**config.mk**
```make
export PLATFORM = sky130hd
export DESIGN_NAME = sad_min_tracker
export DESIGN_NICKNAME = d
export VERILOG_FILES = /design/src/rtl/sad_min_tracker.sv
export SDC_FILE = /design/constraint.sdc
export NUM_CORES = 2
export LEC_CHECK = 0
export CAP_MARGIN = 40
export CORE_AREA = 2 2 507 509
export CTS_BUF_LIST = sky130_fd_sc_hd__clkbuf_8
export DETAILED_ROUTE_END_ITERATION = 16
export DIE_AREA = 0 0 509 511
export DONT_BUFFER_PORTS = 1
export RECOVER_POWER = 50
export SYNTH_ARGS = -nofsm -noshare
export SYNTH_HDL_FRONTEND = slang
export SYNTH_SLANG_ARGS = --single-unit
```
**constraint.sdc**
```tcl
create_clock -name clk -period 7.2 [get_ports clk]
set_input_delay 1.08 -clock clk [delete_from_list [all_inputs] [get_ports clk]]
set_output_delay 1.08 -clock clk [all_outputs]
set_load 0.01 [all_outputs]
```
**src/rtl/sad_min_tracker.sv**
```systemverilog
// sad_min_tracker
// Tracks the minimum SAD and the motion vector that produced it, separately for
// every partition lane, across one integer motion-estimation search window.
// A window is opened by start, fed one candidate per cycle, closed by the
// candidate flagged sad_last, and the results are held until downstream takes
// them through the out_valid/out_ready handshake.

module sad_min_tracker #(
  parameter int NUM_CH = 32,
  parameter int SAD_W  = 13,
  parameter int MV_W   = 7,
  parameter int CNT_W  = 12
) (
  input  logic                    clk,
  input  logic                    rst_n,
  input  logic                    start,
  input  logic                    sad_valid,
  input  logic                    sad_last,
  input  logic [NUM_CH*SAD_W-1:0] sad_in,
  input  logic [MV_W-1:0]         mv_x,
  input  logic [MV_W-1:0]         mv_y,
  output logic [NUM_CH*SAD_W-1:0] min_sad,
  output logic [NUM_CH*MV_W-1:0]  min_mv_x,
  output logic [NUM_CH*MV_W-1:0]  min_mv_y,
  output logic [CNT_W-1:0]        cand_cnt,
  output logic                    busy,
  output logic                    out_valid,
  input  logic                    out_ready
);

  typedef enum logic [1:0] {
    IDLE   = 2'd0,
    SEARCH = 2'd1,
    DONE   = 2'd2
  } state_t;

  // The all-ones SAD doubles as the "nothing better seen yet" sentinel, so a
  // lane that never sees a smaller value reports it unchanged with MV 0.
  localparam logic [SAD_W-1:0] SAD_INIT = {SAD_W{1'b1}};
  localparam logic [CNT_W-1:0] CNT_MAX  = {CNT_W{1'b1}};

  state_t state_q;
  state_t state_d;

  // init_win reinitialises every accumulator; accept folds one candidate in.
  // They are mutually exclusive: a start in SEARCH drops any coincident sample.
  logic init_win;
  logic accept;

  logic [SAD_W-1:0] min_sad_q  [NUM_CH];
  logic [MV_W-1:0]  min_mv_x_q [NUM_CH];
  logic [MV_W-1:0]  min_mv_y_q [NUM_CH];
  logic [SAD_W-1:0] lane_sad   [NUM_CH];
  logic             lane_better[NUM_CH];

  // Next-state and window control; start is only honoured outside DONE so a
  // finished result cannot be clobbered before downstream has consumed it.
  always_comb begin
    state_d  = state_q;
    init_win = 1'b0;
    accept   = 1'b0;
    case (state_q)
      IDLE: begin
        if (start) begin
          init_win = 1'b1;
          state_d  = SEARCH;
        end
      end
      SEARCH: begin
        if (start) begin
          init_win = 1'b1;
        end else if (sad_valid) begin
          accept = 1'b1;
          if (sad_last) begin
            state_d = DONE;
          end
        end
      end
      DONE: begin
        if (out_ready) begin
          state_d = IDLE;
        end
      end
      default: begin
        state_d = IDLE;
      end
    endcase
  end

  // State register; reset always returns to IDLE regardless of activity.
  always_ff @(posedge clk or negedge rst_n) begin
    if (!rst_n) begin
      state_q <= IDLE;
    end else begin
      state_q <= state_d;
    end
  end

  // Status flags decode straight from the state so they change on the same
  // edge that moves the FSM.
  always_comb begin
    busy      = (state_q == SEARCH);
    out_valid = (state_q == DONE);
  end

  // Candidate counter saturates rather than wrapping so a long window never
  // appears to have seen fewer candidates than a short one.
  always_ff @(posedge clk or negedge rst_n) begin
    if (!rst_n) begin
      cand_cnt <= '0;
    end else if (init_win) begin
      cand_cnt <= '0;
    end else if (accept && (cand_cnt != CNT_MAX)) begin
      cand_cnt <= cand_cnt + CNT_W'(1);
    end
  end

  // Split the packed SAD bus into lanes and decide per lane whether the new
  // candidate strictly beats the held minimum; ties keep the earlier winner.
  always_comb begin
    for (int c = 0; c < NUM_CH; c++) begin
      lane_sad[c]    = sad_in[c*SAD_W +: SAD_W];
      lane_better[c] = (lane_sad[c] < min_sad_q[c]);
    end
  end

  genvar g;
  generate
    for (g = 0; g < NUM_CH; g++) begin : g_lane
      // Per-lane minimum and its motion vector; lanes update independently.
      always_ff @(posedge clk or negedge rst_n) begin
        if (!rst_n) begin
          min_sad_q[g]  <= SAD_INIT;
          min_mv_x_q[g] <= '0;
          min_mv_y_q[g] <= '0;
        end else if (init_win) begin
          min_sad_q[g]  <= SAD_INIT;
          min_mv_x_q[g] <= '0;
          min_mv_y_q[g] <= '0;
        end else if (accept && lane_better[g]) begin
          min_sad_q[g]  <= lane_sad[g];
          min_mv_x_q[g] <= mv_x;
          min_mv_y_q[g] <= mv_y;
        end
      end
    end
  endgenerate

  // Repack the per-lane registers onto the flat output buses.
  always_comb begin
    for (int c = 0; c < NUM_CH; c++) begin
      min_sad[c*SAD_W +: SAD_W] = min_sad_q[c];
      min_mv_x[c*MV_W +: MV_W]  = min_mv_x_q[c];
      min_mv_y[c*MV_W +: MV_W]  = min_mv_y_q[c];
    end
  end

endmodule

```
==> report_table.html <==
<table>
<tr><th>Metric</th><th>Value</th></tr>
<tr><th colspan="2">Critical path</th></tr>
<tr><td>Arrival time worst endpoint</td><td>5.75 ns</td></tr>
<tr><td>Slowest cell on the critical path</td><td>sky130_fd_sc_hd__clkbuf_1</td></tr>
<tr><td>Flop2flop setup slack</td><td>2.24 ns</td></tr>
<tr><td>Worst Path Required</td><td>7.99 ns</td></tr>
<tr><td>Highest cell delay on the worst timing path</td><td>1.77 ns</td></tr>
<tr><td>Source of the worst register-to-register timing path</td><td>state_q[1]</td></tr>
<tr><td>Capturing element type of the critical path</td><td>flop</td></tr>
<tr><td>Cell-by-cell trace of the critical path</td><td>nand2b_1, buf_12, clkbuf_1, nand2_1, mux2_2</td></tr>
<tr><td>Category of the worst setup path launch point</td><td>flop</td></tr>
<tr><td>Startpoint-to-endpoint class of the critical path</td><td>flop to flop</td></tr>
<tr><td>Critical Path Source</td><td>state_q[1]</td></tr>
<tr><td>Crit-path max FO</td><td>53</td></tr>
<tr><th colspan="2">Timing</th></tr>
<tr><td>Total count of hold-check failures in the final report</td><td>0</td></tr>
<tr><td>Unrepaired setup endpoints after global routing</td><td>no</td></tr>
<tr><td>Max-slew headroom</td><td>-1.34</td></tr>
<tr><td>Total setup violations reported at the end of the flow</td><td>0</td></tr>
<tr><td>Upper clock frequency limit</td><td>202 MHz</td></tr>
<tr><td>Tmin final</td><td>4.96 ns</td></tr>
<tr><td>Setup_tns</td><td>0 ns</td></tr>
<tr><td>Worst slew pin tran</td><td>3.51 ns</td></tr>
<tr><td>Worst clock skew on the final layout</td><td>0.115 ns</td></tr>
<tr><td>Final Max Slew Viols</td><td>180</td></tr>
<tr><td>Final setup slack of the worst path</td><td>2.24 ns</td></tr>
<tr><td>Tcrit/Tclk final</td><td>0.689</td></tr>
<tr><th colspan="2">Place</th></tr>
<tr><td>Half-perimeter wire length after placement</td><td>171000 um</td></tr>
<tr><td>Last weighted congestion value of the routability-driven placer</td><td>0.949</td></tr>
<tr><td>Buffers added on ports</td><td>0</td></tr>
<tr><td>Cells after DPL</td><td>7581</td></tr>
<tr><td>Post-Place Worst Slack</td><td>3.01 ns</td></tr>
<tr><th colspan="2">Logic synthesis</th></tr>
<tr><td>Number of synthesized register bits</td><td>878</td></tr>
<tr><td>Async SR Flop Fraction</td><td>1.00</td></tr>
<tr><td>Instance count of the mapped netlist</td><td>4343</td></tr>
<tr><td>Post-synth top cells</td><td>961 x sky130_fd_sc_hd__nand2_1, 498 x sky130_fd_sc_hd__mux2i_1, 462 x sky130_fd_sc_hd__dfrtp_1</td></tr>
<tr><td>Area share of the largest cell type after synthesis</td><td>0.248</td></tr>
<tr><td>Number of distinct library cells after synthesis</td><td>46</td></tr>
<tr><td>Sequential share of the synthesized area</td><td>0.482</td></tr>
<tr><td>Syn_area_per_cell</td><td>10.8 um2</td></tr>
<tr><td>Top-count cell post-synth</td><td>sky130_fd_sc_hd__nand2_1</td></tr>
<tr><td>Synth Warn #</td><td>0</td></tr>
<tr><td>Number of enable flip-flop cells after synthesis</td><td>0</td></tr>
<tr><td>Ranking of synthesized cells by area</td><td>sky130_fd_sc_hd__dfrtp_1 25%, sky130_fd_sc_hd__dfstp_2 23%, sky130_fd_sc_hd__mux2i_1 11%, sky130_fd_sc_hd__ha_1 10%, sky130_fd_sc_hd__mux2_2 7.8%</td></tr>
<tr><td>Total standard cell area after synthesis</td><td>46700 um2</td></tr>
<tr><td>Most used DFF post-synth</td><td>sky130_fd_sc_hd__dfrtp_1</td></tr>
<tr><td>Post-synthesis cell type with the largest combined area</td><td>sky130_fd_sc_hd__dfrtp_1</td></tr>
<tr><td>Number of nets produced by synthesis</td><td>5164</td></tr>
<tr><th colspan="2">Floorplanning</th></tr>
<tr><td>Starting density of the core</td><td>0.183</td></tr>
<tr><td>Number of top-level design ports</td><td>1314</td></tr>
<tr><td>Overall die height</td><td>511 um</td></tr>
<tr><td>Overall die area</td><td>260000 um2</td></tr>
<tr><td>Site Rows</td><td>186</td></tr>
<tr><td>Core box area</td><td>255000 um2</td></tr>
<tr><td>Chip Width</td><td>509 um</td></tr>
<tr><th colspan="2">Route</th></tr>
<tr><td>Routed wire length</td><td>220000 um</td></tr>
<tr><td>Antenna viol nets, final</td><td>0</td></tr>
<tr><td>DR DRC count</td><td>0</td></tr>
<tr><td>Detailed router's first-iteration violation count</td><td>2265</td></tr>
<tr><td>Average routed wire per standard cell</td><td>27.7 um</td></tr>
<tr><td>Vias/cell</td><td>4.23</td></tr>
<tr><td>Routed vias</td><td>33.6k</td></tr>
<tr><td>DR pass1 iterations</td><td>7</td></tr>
<tr><th colspan="2">Clock tree</th></tr>
<tr><td>Clock Pin Slew Worst Setup and Hold Paths</td><td>0.07 ns</td></tr>
<tr><td>Insertion delay to the later sink of the worst-skew pair</td><td>0.96 ns</td></tr>
<tr><td>CTS HTree Levels</td><td>4</td></tr>
<tr><td>Number of sinks driven by the clock tree</td><td>878</td></tr>
<tr><td>Maximum number of buffers from clock root to sink</td><td>4</td></tr>
<tr><td>Total clock buffers created by CTS</td><td>176</td></tr>
<tr><td>TritonCTS clock tree</td><td>yes</td></tr>
<tr><td>Buffer type at the clock tree root</td><td>sky130_fd_sc_hd__clkbuf_8</td></tr>
<tr><th colspan="2">Layout</th></tr>
<tr><td>Number of nets in the final layout</td><td>5202</td></tr>
<tr><td>Number of non-filler instances in the completed layout</td><td>7949</td></tr>
<tr><td>Synthesis-to-layout area growth</td><td>17.1%</td></tr>
<tr><td>Fraction of layout instances using a drive strength above 1</td><td>0.207</td></tr>
<tr><th colspan="2">Global route</th></tr>
<tr><td>Global routing usage summed across all routing layers</td><td>0.163</td></tr>
<tr><td>Number of antenna violations at the first check in global routing</td><td>55</td></tr>
<tr><td>Wire length of the first global-routing pass</td><td>295000 um</td></tr>
<tr><td>Total grt overflow</td><td>0</td></tr>
<tr><td>Vias in the first global route</td><td>35.2k</td></tr>
<tr><td>Pin count of the biggest net entering global routing</td><td>879</td></tr>
<tr><th colspan="2">Flow run</th></tr>
<tr><td>Count of maximum capacitance violations</td><td>4</td></tr>
<tr><th colspan="2">Power</th></tr>
<tr><td>Peak supply drop</td><td>0.137 mV</td></tr>
<tr><td>Total power divided by cell area</td><td>256 nW/um2</td></tr>
<tr><td>Leakage power figure</td><td>28.1 nW</td></tr>
<tr><th colspan="2">Outcome</th></tr>
<tr><td>Violated checks</td><td>max-capacitance violations, max-slew violations</td></tr>
<tr><td>Result of the run</td><td>complete, but fails checks</td></tr>
<tr><th colspan="2">Min path</th></tr>
<tr><td>Hold path startpoint</td><td>sad_in[364]</td></tr>
<tr><td>Worst hold path class</td><td>input port to flop</td></tr>
</table>
==> worst max-delay path, delay by kind of cell, from the launching register on <==
kind	cells	cell delay, ns
buf+inv	2	2.13
flops	1	0.48
mux	1	0.36
simple gates	2	1.76
==> final timing paths <==
| check | end | cells after the start |
|---|---|---|
| worst min-delay path | min_sad[364] | 2 |
| worst min register to register | min_sad[309] | 2 |
| worst max-delay path | min_sad[404] | 5 |
| max in group asynchronous | min_mv_y[113] | 3 |
| min in group asynchronous | state_q[1] | 1 |
| worst max register to register | min_sad[404] | 5 |
==> final cells by class <==
| cell class | instances | area (um2) |
|---|---|---|
| flip-flops and latches | 878 | 22500 |
| fillers | 27600 | 201000 |
| multi-input cells | 2798 | 21600 |
| clock inverters | 97 | 608 |
| well taps | 3384 | 4230 |
| diodes | 52 | 130 |
| inverters | 448 | 1690 |
| repair buffers | 79 | 1000 |
| clock buffers | 213 | 2930 |
==> stage by stage <==
step	hold WS (ns)	cell area, um2	util	total power, mW
5_1_grt	0.114	54600	0.214	14.7
3_3_place_gp	0.546	50500	0.198	8.58
4_1_cts	-0.227	54500	0.213	14.2
6_report	0.208	54700	0.214	14.0
3_5_place_dp	0.563	50900	0.199	8.71
2_1_floorplan	0.489	46700	-	7.69
==> power by group <==
part / switching (mW) / total, mW / internal [mW]
clock network: 2.44 / 5.33 / 2.89
logic: 1.31 / 2.16 / 0.848
registers: 0.916 / 6.50 / 5.59
==> layer usage <==
metal | routed length, um | GRT usage
met5 | 164 | 0
met1 | 75600 | 0.165
met3 | 29300 | 0.0866
met2 | 102000 | 0.268
met4 | 12800 | 0.0883
==> cell usage in the layout, fill, tap and decap left out, drive strengths merged, types with 13 or more instances in the layout <==
cell,instances
a2111oi,20
a21o,45
a21oi,120
a31oi,32
buf,72
clkbuf,220
clkinv,21
dfrtp,462
dfstp,416
diode,52
ha,385
inv,510
mux2,367
mux2i,498
nand2,961
nand2b,13
nand3,21
nand4,45
nor2,102
nor2b,23
o21ai,92
==> state kept, by name, summed over array words and instances (netlist names) <==
signal and cells:
min_sad 416, min_mv_x 224, min_mv_y 224, cand_cnt 12
state_q 2
==> what timing repair did <==
item / in CTS / in global routing
buffers inserted: 0 / 0
hold endpoints to repair: 447 / 0
endpoints found under the setup margin: 0 / 0
gates resized for setup: 0 / 0
==> kinds of logic (layout without fill, tap and decap cells) <==
group | after synthesis | in the layout | synth area share
other | 0 | 52 | 0
XOR/XNOR | 7 | 7 | 0.00131
multiplexers | 865 | 865 | 0.198
AO/OA/AOI/OAI | 350 | 350 | 0.0546
buffers and inverters | 667 | 837 | 0.0582
adder cells (fa/ha/maj) | 385 | 385 | 0.103
AND/OR/NAND/NOR | 1191 | 1191 | 0.103
flip-flops | 878 | 878 | 0.482
No activity file was read; power rests on OpenSTA's default activity.
